[src/rtl/ram_pkg.sv]
// Shared types and constants for the byte-enable dual-port RAM.
package ram_pkg;

  typedef enum logic {
    ST_CLEAR = 1'b0,
    ST_READY = 1'b1
  } state_t;

  localparam int RDW_READ_FIRST  = 0;
  localparam int RDW_WRITE_FIRST = 1;

  function automatic int lane_count(input int data_w, input int byte_w);
    return data_w / byte_w;
  endfunction

endpackage

[src/rtl/ram_be_merge.sv]
// Byte-lane merge: enabled lanes come from new_data, the rest from old_word.
module ram_be_merge
  import ram_pkg::*;
#(
  parameter int DATA_W = 32,
  parameter int BYTE_W = 8,
  localparam int LANES = lane_count(DATA_W, BYTE_W)
) (
  input  logic [DATA_W-1:0] old_word,
  input  logic [DATA_W-1:0] new_data,
  input  logic [LANES-1:0]  be,
  output logic [DATA_W-1:0] merged
);

  always_comb begin
    merged = old_word;
    for (int k = 0; k < LANES; k++) begin
      if (be[k]) merged[k*BYTE_W +: BYTE_W] = new_data[k*BYTE_W +: BYTE_W];
    end
  end

endmodule

[src/rtl/ram_dp_be.sv]
// Simple dual-port RAM with byte enables, selectable read-during-write mode
// and a sequencer that zeroes the array after reset or on clr_req.
module ram_dp_be
  import ram_pkg::*;
#(
  parameter int DATA_W   = 32,
  parameter int BYTE_W   = 8,
  parameter int ADDR_W   = 5,
  parameter int DEPTH    = 32,
  parameter int RDW_MODE = RDW_READ_FIRST,
  localparam int LANES   = lane_count(DATA_W, BYTE_W)
) (
  input  logic              clk,
  input  logic              rst_n,
  input  logic              w_en,
  input  logic [ADDR_W-1:0] w_addr,
  input  logic [DATA_W-1:0] w_data,
  input  logic [LANES-1:0]  w_be,
  input  logic              r_en,
  input  logic [ADDR_W-1:0] r_addr,
  output logic [DATA_W-1:0] r_data,
  output logic              r_valid,
  input  logic              clr_req,
  output logic              busy
);

  localparam logic [ADDR_W-1:0] LAST_ADDR = ADDR_W'(DEPTH - 1);
  localparam logic [ADDR_W:0]   DEPTH_X   = (ADDR_W + 1)'(DEPTH);

  state_t            state, state_nxt;
  logic [ADDR_W-1:0] ptr, ptr_nxt;
  logic [DATA_W-1:0] mem [DEPTH];

  logic              accept, w_hit, r_hit, w_fire, r_fire, bypass;
  logic [DATA_W-1:0] w_old, w_merged, r_word;

  assign busy   = (state == ST_CLEAR);
  // A clr_req edge swallows any access presented alongside it.
  assign accept = (state == ST_READY) && !clr_req;
  assign w_hit  = ({1'b0, w_addr} < DEPTH_X);
  assign r_hit  = ({1'b0, r_addr} < DEPTH_X);
  assign w_fire = accept && w_en && w_hit;
  assign r_fire = accept && r_en;
  assign w_old  = w_hit ? mem[w_addr] : '0;
  assign r_word = r_hit ? mem[r_addr] : '0;
  assign bypass = (RDW_MODE == RDW_WRITE_FIRST) && w_fire && (w_addr == r_addr);

  ram_be_merge #(
    .DATA_W (DATA_W),
    .BYTE_W (BYTE_W)
  ) u_merge (
    .old_word (w_old),
    .new_data (w_data),
    .be       (w_be),
    .merged   (w_merged)
  );

  always_ff @(posedge clk or negedge rst_n) begin
    if (!rst_n) begin
      state <= ST_CLEAR;
      ptr   <= '0;
    end else begin
      state <= state_nxt;
      ptr   <= ptr_nxt;
    end
  end

  always_comb begin
    state_nxt = state;
    ptr_nxt   = ptr;
    case (state)
      ST_CLEAR: begin
        ptr_nxt = ptr + 1'b1;
        if (ptr == LAST_ADDR) begin
          state_nxt = ST_READY;
          ptr_nxt   = '0;
        end
      end
      ST_READY: begin
        if (clr_req) begin
          state_nxt = ST_CLEAR;
          ptr_nxt   = '0;
        end
      end
      default: begin
        state_nxt = ST_CLEAR;
        ptr_nxt   = '0;
      end
    endcase
  end

  // Array has no reset; the clear sequencer is what zeroes it.
  always_ff @(posedge clk) begin
    if (state == ST_CLEAR) mem[ptr] <= '0;
    else if (w_fire)       mem[w_addr] <= w_merged;
  end

  // r_valid is a one-cycle pulse: high exactly for the cycle after an accepted
  // r_en, qualifying r_data. There is no ready; the consumer must take it then.
  always_ff @(posedge clk or negedge rst_n) begin
    if (!rst_n) begin
      r_data  <= '0;
      r_valid <= 1'b0;
    end else if (r_fire) begin
      r_data  <= bypass ? w_merged : r_word;
      r_valid <= 1'b1;
    end else begin
      r_data  <= '0;
      r_valid <= 1'b0;
    end
  end

endmodule

[config.mk]
export PLATFORM = sky130hd
export DESIGN_NAME = ram_dp_be
export DESIGN_NICKNAME = d
export VERILOG_FILES = /design/src/rtl/ram_pkg.sv /design/src/rtl/ram_be_merge.sv /design/src/rtl/ram_dp_be.sv
export SDC_FILE = /design/constraint.sdc
export NUM_CORES = 1
export LEC_CHECK = 0
export ABC_CLOCK_PERIOD_IN_PS = 3050
export CAP_MARGIN = 0
export CORE_MARGIN = 4
export CORE_UTILIZATION = 31
export CTS_BUF_LIST = sky130_fd_sc_hd__clkbuf_8 sky130_fd_sc_hd__clkbuf_16
export CTS_CLUSTER_SIZE = 24
export DETAILED_ROUTE_END_ITERATION = 8
export PLACE_DENSITY = 0.51
export SLEW_MARGIN = 10
export SYNTH_ARGS = -nofsm -noshare
export SYNTH_HDL_FRONTEND = slang
export SYNTH_SLANG_ARGS = --single-unit
export TNS_END_PERCENT = 20
[constraint.sdc]
create_clock -name clk -period 3.05 [get_ports clk]
set_input_delay 0.61 -clock clk [delete_from_list [all_inputs] [get_ports clk]]
set_output_delay 0.61 -clock clk [all_outputs]
set_load 0.02 [all_outputs]
== Word level (Yosys, flattened, before mapping) ==
Memories as Yosys holds them, arrays and structs flattened.
Cells that the tools add are included.
Word-level totals
  register bits: 39
  memory bits (writable): 1024
  input port bits: 51
  output and inout bits: 34
  word-level logic and storage cells: 41
  memories kept: 1
Cells by class
  add/sub/neg operators: 1
  equal/unequal tests: 6
  multiplexer cells: 19
  bitwise gates (word level): 1
  reduce and logical (&&, ||, !) cells: 9
Memories
  mem: depth 32, width 32, rd ports 1, clocked after memory_dff 0, wr ports 1, RTL line ram_dp_be.sv:32  | logic [DATA_W-1:0] mem [DEPTH];
Operators by type and width (count)
  $mux 32: 2
  $mux 8: 4
  $reduce_or 32->1: 1
  $mux 5: 3
  $pmux 5 s2: 1
  $reduce_and 2->1: 4
  $mux 1: 7
  $add 5x1->5 const B: 1
  $eq 5x5->1 const B: 1
  $mux 4: 1
  $ne 1x1->1 const B: 4
  $logic_and 1x1->1: 3
  $ne 2x2->1 const B: 1
  $pmux 1 s2: 1
  $logic_not 1->1: 1
  $not 1->1: 1

== Logic depth before layout (Yosys ltp) ==
  depth after elaboration: 9
  depth in mapped cells: 8
  gate-level depth less buffers: 7

== Modules after synthesis ==
Synthesis repeated with hierarchy kept, for this count alone.
Second synthesis, totals
  cells, all modules: 2289
  area, all modules: 48953.2 um2
Modules (own cells, without submodules)
  ram_dp_be: instances 1, cells an instance 2253, area an instance 48427.7 um2, seq. area each 31725.4 um2
  ram_be_merge: instances 1, cells an instance 36, area an instance 525.5 um2, seq. area each 0.0 um2

== Worst setup path after synthesis ==
Ideal clock, no wire load.
  path kind: input to register
  start: in w_be[0]
  end: mem mem[20][0] (enable)
  setup time: 0.370 ns
  arrival: 2.397 ns
  required time: 2.680 ns
  path slack: 0.282 ns
  stages on the path: 7
  path buffers: 3
  cells stage by stage: or4_1 -> buf_2 -> and3_1 -> buf_6 -> buf_8 -> mux2i_4 -> nor2_1
Between the ends
  longest elaborated chain between the ends: 4
  elaborated cells on any way between the ends: 5
  those cells by class: eq/ne (1); mux (2); reduce/logical (2)
RTL lines
  start: declaration: RTL line ram_dp_be.sv:18  | input logic [LANES-1:0] w_be,
  $ne 1x1->1 (no line) (*)
  $reduce_and 2->1 (no line) (*)
  $reduce_or 32->1 (no line)
  $mux 5 (no line) / $mux 4 (equally long branches)
  end: declaration: RTL line ram_dp_be.sv:32
Mark *: on every way between the ends. The rest lies on a longest branch, timed or not.

== Worst setup path after layout ==
  start: in w_be[0]
  end: mem mem[10][26] (enable)
Between the ends
  longest elaborated chain between the ends: 4
  elaborated cells on any way between the ends: 5
  those cells by class: eq/ne (1); mux (2); reduce/logical (2)
RTL lines
  $ne 1x1->1 (no line) (*)
  $reduce_and 2->1 (no line) (*)
  $reduce_or 32->1 (no line) (*)
  $mux 5 (no line) / $mux 4 (equally long branches)
Marked as above.

==> reports/qor.yml <==
synthesis:
  seq_area_frac_synth: 0.7678
  async_reset_ff_frac: 0.03669
  synth_cells: 1978
  syn_nets: 2031
  yosysTopAreaCellShare: 0.7441
  synthesis.area_um2: 41320
  yosysTopAreaCell: "edfxtp_1"
  synthTopCellsByArea: "edfxtp_1, mux4_2, mux2i_1"
  synth_edf_count: 1024
  ys_warn_count: 0
  ys_types: 39
  synth_area_per_cell_um2: 20.89
  ys_ff_latch: 1063
  synth_ff_type: "edfxtp_1"
clocking:
  tritoncts: "yes"
  clockBufferDepth: 3
  h-tree-depth: 3
  post_cts_resized: 0
  cts_sinks: 1063
  root_buffer: "clkbuf_16"
  cts_setup_buffers: 0
  clk_latency_ns: 0.69
  cts_made_buffers: 112
  clkTransAtPathRegs_ns: 0.06
timing:
  fin_skew_ns: 0.02680
  slew_violations: 0
  setup_slack_ns: 0.1298
  slew-limit-headroom: 0.2055
  fmax_ghz: 0.3424
  fin_tns_setup_ns: 0
  timing.final.crit_period_ns: 2.920
  fin_crit_sh: 0.9574
  whs_ns: 0.5527
  rsz0062_at_grt: "false"
  setup_viol: 0
  final_hold_viol_count: 0
  tightestPinTransition_ns: 1.187
worst_setup_path:
  worstPathMaxFanout: 10
  end_kind: "register"
  cp-endpoint: "mem[10][26]$_DFFE_PP_"
  critPathKind: "input port to register"
  cp_slowest_stage_delay_ns: 0.64
  regToRegStartpoint: "state$_DFF_PN0_"
  r2r_cells: 6
  startpoint_type: "input port"
  crit_arrival_ns: 3.22
  rrSetupSlack_ns: 0.32
  path_cells: "clkdlybuf4s50_1 > or4_1 > and3_2 > mux2i_4 > buf_4 > nor2_1"
  cp_data_required_time_ns: 3.35
  cp_slowest_cell: "or4_1"
  r2r-end: "mem[29][25]$_DFFE_PP_"
  cp-startpoint: "w_be[0]"
finish:
  drive_above_1_share: 0.2794
  multi_input_area_um2: 9047
  fill_cells: 11890
  seqCellArea_um2: 31730
  nets: 2374
  syn2layout_area_growth_pct: 21.46
  final_common_cell: "edfxtp_1"
  stdcell_count: 4173
  mostFrequentLayoutCells: "edfxtp_1, mux4_2, buf_4"
floorplan:
  num_io_pins: 85
  dieArea_um2: 139200
  row_count: 133
  die_w_um: 373.1
  coreArea_um2: 132000
  die_y_um: 373.1
  start_util: 0.3131
run:
  drv_cap: 0
global_routing:
  grt_pass1_wl_mm: 159.0
  antenna_found_initial: 4
  grt_pass1_vias: 22010
  grt_overflow: 0
  track_usage: 0.1557
  grt_start_max_net_pins: 39
placement:
  gp_congestion: 0.8231
  dp.cells: 3961
  hpwl_mm: 71.66
  dp_slack_ns: -0.5931
  port_buffers: 84
routing:
  first_pass_iters: 5
  drt_iter0_drc: 2113
  antenna_left: 0
  vias: 20980
  via_per_inst: 5.027
  postRouteWirelength_mm: 109.9
  drcViolationCount: 0
  wire_per_inst_um: 26.34
pwr:
  finalPower_mw: 36.67
  leakage_nw: 17.26
  power_density_nw_per_um2: 730.7
  peakVddDrop_mv: 0.4432
outcome:
  status: "complete, no violations"
min_path:
  hp-class: "register to register"
cells in the mapped netlist, types with 3 or more instances:
cell type	instances
mux4_2	224
buf_4	3
a221o_1	32
buf_1	7
and3_1	35
dfrtp_1	39
nand3_1	5
edfxtp_1	1024
inv_1	8
clkbuf_1	54
o21ai_0	31
mux2i_1	128
a31oi_1	32
nor2b_1	3
nand2_1	24
a22oi_1	32
mux2i_2	6
a221oi_1	23
o2111ai_1	9
nor2_1	151
buf_2	54
mux2i_4	10
o21ai_1	4
nand2b_1	9
nor3_1	13
worst min-delay path by stage:
| stage | start | slack, ns | to | depth (start not counted) |
|---|---|---|---|---|
| after CTS | r_addr[4] | 0.54 | r_data[28]$_DFF_PN0_ | 2 |
| after floorplan | rst_n | 0.31 | ptr[0]$_DFFE_PN0P_ | 0 |
| after global routing | r_addr[4] | 0.59 | r_data[28]$_DFF_PN0_ | 2 |
| after detailed placement | ptr[2]$_DFFE_PN0P_ | 0.54 | ptr[2]$_DFFE_PN0P_ | 1 |
| after global placement | ptr[2]$_DFFE_PN0P_ | 0.52 | ptr[2]$_DFFE_PN0P_ | 1 |
| final | ptr[2]$_DFFE_PN0P_ | 0.55 | ptr[2]$_DFFE_PN0P_ | 1 |
state kept, by name (all words and copies together), names as in the netlist:
register  cells
state         1
mem        1024
r_valid       1
r_data       32
ptr           5
worst max-delay path, delay by kind of cell:
kind	cells	cell delay (ns)
buf+inv	2	0.64
mux	1	0.34
simple gates	3	1.61
kinds of logic after synthesis:
family	Yosys count	share of synthesized area
buf+inv	128	0.01399
fa+ha+maj	2	0.0006055
compound gates	169	0.03046
flops	1063	0.7678
simple gates	247	0.02637
mux	369	0.1608
where the power goes:
group	internal (mW)	switching (mW)	total [mW]
Clock	7.79	5.58	13.4
Sequential	17.6	0.402	18.0
Combinational	2.02	3.30	5.32
Total	27.4	9.29	36.7
area by class of cell:
type / count / area share
flip-flops and latches: 1063 / 0.6321
multi-input cells: 787 / 0.1803
repair buffers: 349 / 0.07050
clock buffers: 118 / 0.05794
well taps: 1755 / 0.04375
clock inverters: 91 / 0.01468
inverters: 8 / 0.0006233
diodes: 2 / 0.00009972
per-layer routing:
layer  part of all wire  global-route usage  vias up
met5                  0                   0        -
met4              0.022             0.04136        0
li1                   -                   -     8937
met2               0.47              0.2472      747
met1               0.44              0.2201    11160
met3              0.066             0.03029      135
metrics by stage:
stage	cell area (µm²)	utilization
after floorplan	41320	-
after global placement	46530	0.3526
after detailed placement	46530	0.3526
after CTS	50180	0.3803
after global routing	50180	0.3803
final	50190	0.3803
timing repair:
action                     in CTS  in global routing
hold endpoints to repair        9                  0
setup endpoints to repair       0                  0
hold buffers                    1                  0
(Power assumes the default switching activity.)
